[src/rtl/bus_pkg.sv]
// Shared CMD3 local-bus definitions.
// Used by the master ports, the arbiter and the bus targets.
package bus_pkg;

  localparam int ADDR_W     = 16;
  localparam int DATA_W     = 16;
  localparam int GAP_CYCLES = 2;

  typedef enum logic [2:0] {
    IDLE,
    REQ,
    OWN,
    GAP,
    RESP
  } master_state_t;

endpackage

[src/rtl/bus_master_port.sv]
// Master-side requester for the shared CMD3 local bus.
// Requests the bus, drives one command, retries on arbiter timeout.
module bus_master_port
  import bus_pkg::*;
#(
  parameter int ADDR_WIDTH = ADDR_W,
  parameter int DATA_WIDTH = DATA_W,
  parameter int MAX_RETRY  = 3
) (
  input  logic                  clk,
  input  logic                  reset,
  input  logic                  cmd_valid,
  output logic                  cmd_ready,
  input  logic                  cmd_write,
  input  logic [ADDR_WIDTH-1:0] cmd_addr,
  input  logic [DATA_WIDTH-1:0] cmd_wdata,
  output logic                  rsp_valid,
  output logic [DATA_WIDTH-1:0] rsp_rdata,
  output logic                  rsp_error,
  output logic                  barq,
  input  logic                  bagd,
  input  logic                  data_strobe,
  input  logic                  error,
  output logic                  bus_oe,
  output logic [ADDR_WIDTH-1:0] bus_addr,
  output logic [DATA_WIDTH-1:0] bus_wdata,
  output logic                  bus_write,
  input  logic [DATA_WIDTH-1:0] bus_rdata
);

  localparam int RW = (MAX_RETRY > 0) ? $clog2(MAX_RETRY + 1) : 1;
  localparam int GW = (GAP_CYCLES > 1) ? $clog2(GAP_CYCLES) : 1;
  localparam logic [RW-1:0] RMAX  = RW'(MAX_RETRY);
  localparam logic [GW-1:0] GLAST = GW'(GAP_CYCLES - 1);

  master_state_t   state_q;
  logic [RW-1:0]   retry_q;
  logic [GW-1:0]   gap_q;
  logic            err_q;
  logic            write_q;
  logic [ADDR_WIDTH-1:0] addr_q;
  logic [DATA_WIDTH-1:0] wdata_q;
  logic [DATA_WIDTH-1:0] rdata_q;
  logic            cmd_ready_q;
  logic            barq_q;
  logic            oe_q;
  logic            rsp_valid_q;
  logic            rsp_error_q;

  logic            err_d;
  logic            can_retry_d;
  logic [DATA_WIDTH-1:0] rdata_d;

  // Attempt outcome: a timeout coincident with the strobe still counts.
  always_comb begin
    err_d       = err_q | error;
    can_retry_d = (retry_q < RMAX);
    rdata_d     = write_q ? '0 : bus_rdata;
  end

  // Request/ownership FSM with all outputs registered.
  always_ff @(posedge clk or posedge reset) begin
    if (reset) begin
      state_q     <= IDLE;
      retry_q     <= '0;
      gap_q       <= '0;
      err_q       <= 1'b0;
      write_q     <= 1'b0;
      addr_q      <= '0;
      wdata_q     <= '0;
      rdata_q     <= '0;
      cmd_ready_q <= 1'b1;
      barq_q      <= 1'b0;
      oe_q        <= 1'b0;
      rsp_valid_q <= 1'b0;
      rsp_error_q <= 1'b0;
    end else begin
      unique case (state_q)
        IDLE: begin
          if (cmd_valid && cmd_ready_q) begin
            write_q     <= cmd_write;
            addr_q      <= cmd_addr;
            wdata_q     <= cmd_wdata;
            retry_q     <= '0;
            err_q       <= 1'b0;
            cmd_ready_q <= 1'b0;
            barq_q      <= 1'b1;
            state_q     <= REQ;
          end
        end
        REQ: begin
          if (bagd) begin
            oe_q    <= 1'b1;
            state_q <= OWN;
          end
        end
        OWN: begin
          if (data_strobe) begin
            barq_q <= 1'b0;
            oe_q   <= 1'b0;
            if (!err_d) begin
              rsp_valid_q <= 1'b1;
              rsp_error_q <= 1'b0;
              rdata_q     <= rdata_d;
              state_q     <= RESP;
            end else if (can_retry_d) begin
              retry_q <= retry_q + 1'b1;
              err_q   <= 1'b0;
              gap_q   <= '0;
              state_q <= GAP;
            end else begin
              rsp_valid_q <= 1'b1;
              rsp_error_q <= 1'b1;
              rdata_q     <= '0;
              state_q     <= RESP;
            end
          end else if (!bagd) begin
            barq_q      <= 1'b0;
            oe_q        <= 1'b0;
            rsp_valid_q <= 1'b1;
            rsp_error_q <= 1'b1;
            rdata_q     <= '0;
            state_q     <= RESP;
          end else if (error) begin
            err_q <= 1'b1;
          end
        end
        GAP: begin
          if (gap_q == GLAST) begin
            barq_q  <= 1'b1;
            state_q <= REQ;
          end else begin
            gap_q <= gap_q + 1'b1;
          end
        end
        RESP: begin
          rsp_valid_q <= 1'b0;
          cmd_ready_q <= 1'b1;
          err_q       <= 1'b0;
          state_q     <= IDLE;
        end
        default: state_q <= IDLE;
      endcase
    end
  end

  assign cmd_ready = cmd_ready_q;
  assign rsp_valid = rsp_valid_q;
  assign rsp_rdata = rdata_q;
  assign rsp_error = rsp_error_q;
  assign barq      = barq_q;
  assign bus_oe    = oe_q;
  assign bus_addr  = addr_q;
  assign bus_wdata = wdata_q;
  assign bus_write = write_q;

endmodule

[config.mk]
export PLATFORM = sky130hd
export DESIGN_NAME = bus_master_port
export DESIGN_NICKNAME = d
export VERILOG_FILES = /design/src/rtl/bus_pkg.sv /design/src/rtl/bus_master_port.sv
export SDC_FILE = /design/constraint.sdc
export NUM_CORES = 1
export LEC_CHECK = 0
export ABC_AREA = 0
export BUFFER_PORTS_ARGS = -buffer_cell sky130_fd_sc_hd__buf_2
export CORE_MARGIN = 2
export CORE_UTILIZATION = 48
export DETAILED_ROUTE_END_ITERATION = 7
export MAX_ROUTING_LAYER = met4
export PLACE_DENSITY = 0.78
export SETUP_SLACK_MARGIN = 0.1
export SLEW_MARGIN = 15
export SYNTH_ARGS = -nofsm -noshare
export SYNTH_HDL_FRONTEND = slang
export SYNTH_SLANG_ARGS = --single-unit
[constraint.sdc]
create_clock -name clk -period 2 [get_ports clk]
set_input_delay 0.3 -clock clk [delete_from_list [all_inputs] [get_ports clk]]
set_output_delay 0.3 -clock clk [all_outputs]
set_load 0.1 [all_outputs]
* Yosys cells after proc, flatten, opt, wreduce, memory -nomap -nowiden *
Index checks and enable logic that the tools add are counted.

storage, ports and cells
  flip-flop bits (word level) = 61
  bits in latches = 0
  memory bits (writable) = 0
  memory bits (read-only) = 0
  input port bits = 55
  output and inout port bits = 54
  word-level logic and storage cells = 97
  memories = 0

operators by class
  $add $sub $neg = 2
  multiply operators = 0
  divide/modulo/power cells = 0
  order comparisons = 1
  equal/unequal tests = 18
  shift-type cells = 0
  mux-type cells = 43
  bitwise operators = 1
  reduce and logical (&&, ||, !) cells = 19

operators with widths
  operator                                              count
  2-to-1 mux 16 bit                                     5
  2-to-1 mux 3 bit                                      7
  2-to-1 mux 1 bit                                      19
  != test 3 bit (second input constant)                 6
  != test 2 bit (second input constant)                 6
  one-hot mux 3 bit (4 select lines)                    1
  AND reduction 4 bit                                   3
  nonzero test 2 bit                                    5
  AND reduction 3 bit                                   3
  2-to-1 mux 2 bit                                      4
  one-hot mux 1 bit (2 select lines)                    4
  equality test 3 x 2 -> 1 bit (second input constant)  2
  one-hot mux 1 bit (3 select lines)                    2
  AND reduction 6 bit                                   1
  nonzero test 3 bit                                    2
  AND reduction 5 bit                                   1
  != test 4 bit (second input constant)                 1
  one-hot mux 2 bit (2 select lines)                    1
  AND reduction 2 bit                                   2
  equality test 3 x 1 -> 1 bit (second input constant)  1
  equality test 3 bit (second input constant)           1
  zero test 3 bit                                       1
  adder 2 x 1 -> 2 bit (second input constant)          1
  less-than comparator 2 bit (second input constant)    1
  4 further kinds                                       4

* Longest topological paths before layout *
Gate-level depths: netlist (run 1).

  word-level depth = 5
  mapped depth = 6
  gate-level depth less buffers = 5

* Worst setup path before layout (run 1) *
OpenSTA, ideal clock, no wires.

  kind = reg-to-reg
  start point = register cmd_ready_q, in the netlist cmd_ready
  end point = register addr_q[0], in the netlist bus_addr[0]
  library setup time = 126 ps
  arrival = 1985 ps
  data required time = 1874 ps
  path slack = -112 ps
  cell stages (with the launch flop) = 5
  buffers on the path = 1
  clock period less this slack = 2112 ps
  path through = dfstp_2 > nand2_1 > nor4_4 > buf_6 > mux2_4

on the way
  cells in the longest elaborated chain, start to end = 2

ends and longest elaborated chain
  item                                  RTL line                RTL
  from (decl)                           bus_master_port.sv:44   logic cmd_ready_q;
  from (signal assigned)                bus_master_port.sv:72   cmd_ready_q <= 1'b1;
  from (signal assigned)                bus_master_port.sv:86   cmd_ready_q <= 1'b0;
  from (signal assigned)                bus_master_port.sv:138  cmd_ready_q <= 1'b1;
  logical AND 1 bit                     bus_master_port.sv:80   if (cmd_valid && cmd_ready_q) begin
  AND reduction 2 bit (no source line)  --
  to (signal assigned)                  bus_master_port.sv:82   addr_q <= cmd_addr;
  to (decl)                             bus_master_port.sv:41   logic [ADDR_WIDTH-1:0] addr_q;

Every way passes these cells.
A chain may end at the register's enable or synchronous reset.

* Final worst setup path (run 1) *
  start point = register cmd_ready_q, in the netlist cmd_ready
  end point = output port cmd_ready

RTL lines
  item       RTL line               RTL
  to (decl)  bus_master_port.sv:13  output logic cmd_ready,

No word-level cell between the ends.

==> results of run 1 <==
==> sequential cells by signal, indices dropped and copies added, names as in the netlist <==
signal     flops
barq           1
bus_addr      16
bus_oe         1
bus_wdata     16
bus_write      1
cmd_ready      1
err_q          1
gap_q          1
retry_q        2
rsp_error      1
rsp_rdata     16
rsp_valid      1
state_q        3
==> cells in the final DEF (no fill, tap or decap), drive strengths merged, types with 4 or more instances in the layout <==
master | synthesis | routed
clkinv | 0 | 4
mux2 | 34 | 34
clkbuf | 4 | 11
dfrtp | 60 | 60
a21oi | 5 | 5
o21ai | 22 | 22
buf | 6 | 114
nor2 | 8 | 8
nor2b | 5 | 5
nand2 | 41 | 41
==> cell usage after synthesis, drive strengths merged <==
cell and instances:
o211ai 1, dfstp 1, nor3b 2, buf 6, and2 1, a211oi 2, nor4 1, inv 3
nor4b 1, a21oi 5, nand2 41, nor2 8, nand2b 3, mux2 34, clkbuf 4, o31ai 1
nor2b 5, dfrtp 60, o31a 1, a32o 1, a22o 3, ha 2, o21ai 22
==> per-stage QoR <==
step | instances | cell area [µm²] | hold slack, ns | power [mW] | worst slack (ns)
detailed placement | 384 | 3300 | 0.348 | 1.37 | 0.336
floorplan | 208 | 2660 | 0.386 | 1.29 | 0.0948
global placement | 384 | 3300 | 0.347 | 1.37 | 0.360
CTS | 401 | 3500 | 0.179 | 2.43 | 0.291
global route | 401 | 3500 | 0.183 | 2.51 | 0.166
finish | 401 | 3500 | 0.197 | 2.39 | 0.316
==> final timing paths <==
kind                                       to          from  slack (ns)
worst max-delay path                cmd_ready     cmd_ready        0.32
worst min-delay path             rsp_rdata[1]  bus_rdata[1]        0.20
worst max register to register   bus_wdata[0]     cmd_ready        0.32
worst min register to register   rsp_rdata[9]  rsp_rdata[9]        0.48
max in group asynchronous          retry_q[1]         reset        0.92
min in group asynchronous       bus_wdata[10]         reset        0.54
==> kinds of logic (layout without fill, tap and decap cells) <==
logic type / after synthesis / after routing
AO/OA/AOI/OAI: 36 / 36
adder cells (fa/ha/maj): 2 / 2
buffers and inverters: 13 / 134
flip-flops: 61 / 61
multiplexers: 34 / 34
AND/OR/NAND/NOR: 62 / 62
==> final cells by class <==
class / count / share of cell area (%)
clock buffers: 11 / 4.04
clock inverters: 5 / 1.43
inverters: 3 / 0.322
multi-input cells: 134 / 29.8
flip-flops and latches: 61 / 43.7
well taps: 72 / 2.57
repair buffers: 115 / 18.1
==> metal layers <==
layer,vias to the layer above,wire [µm],GRT usage (%)
met4,0,115,9.47
met1,869,2570,26.2
met5,-,0,-
li1,947,-,-
met3,13,412,4.37
met2,93,2130,27.0
==> power by group <==
part	switching (mW)	total, mW	internal [mW]
clock network	0.439	1.04	0.601
logic	0.0577	0.112	0.0538
registers	0	1.23	1.23
==> what timing repair did <==
item / in CTS / in global routing
endpoints found under the hold margin: 18 / 0
resized for setup: 0 / 0
hold buffers: 1 / 0
==> results.yml, run 1 <==
cts:
  clkSlewWorstSetupHoldPaths_ns: 0.07
  tritoncts: "built"
  insertion_delay_ns: 0.32
  clk_path_buf_depth: 2
  root_buffer: "clkbuf_8"
  cts-htree-levels: 3
  numCtsBuffers: 9
  clock_sinks: 61
  cts_setup_buffers: 0
synth:
  synth_xor_area_share_pct: 0
  avgSynthCellArea_um2: 12.7
  ys_types: 26
  synth_top_cells_by_area: "dfrtp_1 (57%), mux2_4 (16%), nand2_1 (5.8%)"
  syn_inst: 208
  synth_top_family_by_area: "multiplexers"
  synthMuxAreaShare_pct: 18.6
  ys_ff_latch: 61
  yosysSeqAreaShare_pct: 57.7
  synthSimpleGateAreaFrac_pct: 11.7
  syn_area_mm2: 0.00265
  synth_top_area_share_pct: 56.7
  synth-compound-area-share_pct: 7.94
  syn_nets: 265
  synth_fa_ha_area_share_pct: 0.946
  yosys_warnings: 0
  yosysTopAreaCell: "dfrtp_1"
final_layout:
  fill_cells: 443
  antenna_cells: 0
  nets: 381
  fin_util_pct: 64.8
  drive_gt1_share_pct: 51.7
  multi_input_area_mm2: 0.00104
  seqCellArea_mm2: 0.00153
  area_delta_synth_final_pct: 32.3
status:
  status: "completed"
floorplan:
  core_mm2: 0.00541
  die_w_um: 78.3
  rows: 27
  die_h_um: 78.3
  fp.dieArea_mm2: 0.00612
  start_util_pct: 49.0
  pin_count: 109
hold_path:
  hold_class: "input port to flop"
  hold_depth: 3
routing:
  antenna_left: 0
  wl_per_cell_um: 13.0
  drc_errors: 0
  via_per_inst: 4.79
  num_vias: 1922
  first_pass_iters: 4
  wirelength_um: 5230
  drt_iter0_drc: 43
global_route:
  antenna_found_initial: 0
  grt_first_pass_wirelength_um: 8800
  grt_use_total_pct: 19.1
  grt_max_degree: 35
  grt_pass1_vias: 1890
  grt_overflow: 0
worst_setup_path:
  crit_buf_inv: 1
  start_kind: "flop"
  end_kind: "primary output"
  crit_slowest_cell: "dfstp_4"
  worstPathRequired_ns: 1.70
  path_cells: "buf_2"
  crit_fanout: 3
  critPathTopFamily: "flip-flops"
  worst_path_largest_cell_delay_ns: 0.64
  ff2ff_path_depth: 4
  path_class: "flop to primary output"
  worstPathArrival_ns: 1.38
  path_depth: 1
sta:
  setup_violations: 0
  max_slew_margin_pct: 66.7
  rsz0062_at_grt: "no"
  tightest_slew_ns: 0.503
  clock_skew_ns: 0.00640
  hold_viol: 0
  finalSetupTns_ns: 0
  drv_slew: 0
  fmax_mhz: 594
  period_share_pct: 84.2
  period_minus_slack_ns: 1.68
flow_run:
  maxCapViolCount: 0
power:
  p_leak_nw: 1.92
  vdd_drop_max_mv: 0.402
  power_density_mw_per_mm2: 681
placement:
  gp_congestion: 0.862
  io_buffers: 108
  dp_hpwl_um: 3710
No activity file was read; power rests on OpenSTA's default activity.
==> inputs of run 2 (changes only) <==
- ABC_AREA: 0 -> 1
- CORE_UTILIZATION: 48 -> 43
- PLACE_DENSITY: 0.78 -> 0.73
- clock period: 2 -> 1.35 ns (I/O delays scaled with it)
==> run 2 against run 1 <==
- the run now ends with setup timing left
- final area up 43%
- area after synthesis up 2.4%
- sequential share of layout area down 13 points
- register-to-register slack worse by 0.39 ns
- critical endpoint unchanged
- global-route usage up 7.2 points
- clock skew up 0.0028 ns
- highest routed layer unchanged
==> results.yml, run 2 <==
sta:
  tightest_slew_ns: 0.445
  period_share_pct: 107
  holdWs_ns: 0.0699
  clock_skew_ns: 0.00919
  max_slew_margin_pct: 70.0
  period_minus_slack_ns: 1.45
  rsz0062_at_grt: "yes"
  fmax_mhz: 689
  drv_slew: 0
  setup_violations: 36
  setup_ws_ns: -0.101
  hold_viol: 0
worst_setup_path:
  worst_path_largest_cell_delay_ns: 0.64
  start_kind: "flop"
  crit_fanout: 2
  worstPathRequired_ns: 1.15
  crit_slowest_cell: "dfstp_4"
  path_cells: "buf_6 -> buf_12"
  path_class: "flop to primary output"
  worstPathArrival_ns: 1.25
  end_kind: "primary output"
  crit_buf_inv: 2
  regToRegSetupSlack_ns: -0.07
  critPathTopFamily: "flip-flops"
status:
  status: "finished with violations"
  violations: "setup timing"
routing:
  antenna_left: 0
  drc_errors: 0
  drt_iter0_drc: 183
  wirelength_um: 9180
  first_pass_iters: 5
  wl_per_cell_um: 16.6
  via_per_inst: 5.10
  num_vias: 2823
synth:
  synth_edf_count: 0
  synth_most_common_cell: "nand2_1"
  ys_types: 20
  syn_nets: 372
  synthTopCellsByCount: "nand2_1 (171), dfrtp_1 (60), o21ai_2 (16)"
  synth_xor_area_share_pct: 0
  synth-compound-area-share_pct: 6.28
  ys_ff_latch: 61
  synthMuxAreaShare_pct: 0
  syn_area_mm2: 0.00271
  async_reset_ff_share_pct: 100
  avgSynthCellArea_um2: 8.60
  ys.flop_type: "dfrtp_1"
  synth_top_family_by_area: "simple AND/OR/NAND/NOR gates"
  synthSimpleGateAreaFrac_pct: 31.5
  yosys_warnings: 0
  syn_inst: 315
  synth_top_cells_by_area: "dfrtp_1 (55%), nand2_1 (24%), o21ai_2 (5.2%)"
  yosysTopAreaCell: "dfrtp_1"
  yosysSeqAreaShare_pct: 56.4
  synth_fa_ha_area_share_pct: 0.924
  synth_top_area_share_pct: 55.4
final_layout:
  nets: 531
  layout_commonest_cell: "nand2_1"
  fin_cells: 553
  layout_common_cells: "nand2_1 (77), dfrtp_1 (55), buf_2 (54), nand2_2 (52)"
  design_area_mm2: 0.00502
  area_delta_synth_final_pct: 85.3
  fin_util_pct: 83.8
  fill_cells: 326
  drive_gt1_share_pct: 65.7
  antenna_cells: 0
cts:
  numCtsBuffers: 9
  clock_sinks: 61
  root_buffer: "clkbuf_8"
  insertion_delay_ns: 0.33
  clk_path_buf_depth: 2
  cts-htree-levels: 3
  tritoncts: "built"
  clkSlewWorstSetupHoldPaths_ns: 0.07
floorplan:
  die_w_um: 83.4
  fp.dieArea_mm2: 0.00695
  pin_count: 109
  die_h_um: 83.4
  core_mm2: 0.00599
  rows: 28
  start_util_pct: 45.2
placement:
  dp_cells: 503
  dpl-instance-area_mm2: 0.00352
  dp_hpwl_um: 4650
  io_buffers: 108
  gp_congestion: 0.908
global_route:
  antenna_found_initial: 0
  grt_use_total_pct: 26.4
  grt_first_pass_wirelength_um: 14100
  grt_overflow: 0
  grt_pass1_vias: 2851
  grt_max_degree: 28
flow_run:
  maxCapViolCount: 0
hold_path:
  hold_class: "input port to flop"
run 2: path summary, 6_finish.rpt:
kind	start	endpoint	cells past startpoint
worst max-delay path	cmd_ready	cmd_ready	2
worst min-delay path	cmd_addr[15]	bus_addr[15]	3
min in group asynchronous	reset	bus_wdata[3]	3
max in group asynchronous	reset	cmd_ready	4
worst min register to register	barq	barq	2
worst max register to register	cmd_ready	barq	8
run 2: timing repair:
action                     in CTS  in global routing
buffers inserted               20                  5
cloned                         11                  1
pin swaps                      41                 26
setup endpoints to repair     109                 76
hold endpoints to repair       13                  0
gates resized for setup       169                 94
hold buffers                    1                  0
run 2: per-layer routing:
metal  track usage (%)  vias to the layer above  wire length [µm]  share of wire, %
met4              11.0                        0               252               2.7
li1                  -                     1302                 -                 -
met5                 -                        -                 0                 0
met3              4.77                       22               568               6.2
met2              44.4                      140              4920                54
met1              31.1                     1359              3440                37
run 2: final cells by class:
class	instances	area (µm²)	area share (%)
Sequential cell	61	1540	30.6
Tap cell	75	93.8	1.87
Multi-Input combinational cell	229	1590	31.6
Timing Repair Buffer	154	1460	29.1
Clock inverter	4	47.5	0.947
Clock buffer	11	151	3.02
Timing Repair inverter	4	60.1	1.20
Inverter	15	78.8	1.57
run 2: cell families after synthesis:
family,after synthesis
adders and majority gates,2
buffers and inverters,25
DFF,61
AOI/OAI and AO/OA,21
and+or+nand+nor,206
run 2: per-stage QoR:
step	TNS [ns]	worst slack (ns)
floorplan	-3.41	-0.112
global placement	0	0.0138
detailed placement	-0.254	-0.0271
CTS	-0.190	-0.103
global route	-3.37	-0.133
finish	-1.27	-0.101
run 2: worst reg2reg max path, stage by stage, from the launching register on:
cell and delay [ns]:
dfstp_4 0.64, nand2_4 0.06, inv_2 0.06, nand3_4 0.11
buf_12 0.21, nand2_4 0.09, nand2_2 0.05, nand2_1 0.06
nand2_1 0.05
Power of run 2 is not shown: default switching activity piles up to over one toggle a cycle in this logic, so the estimate is an artifact.
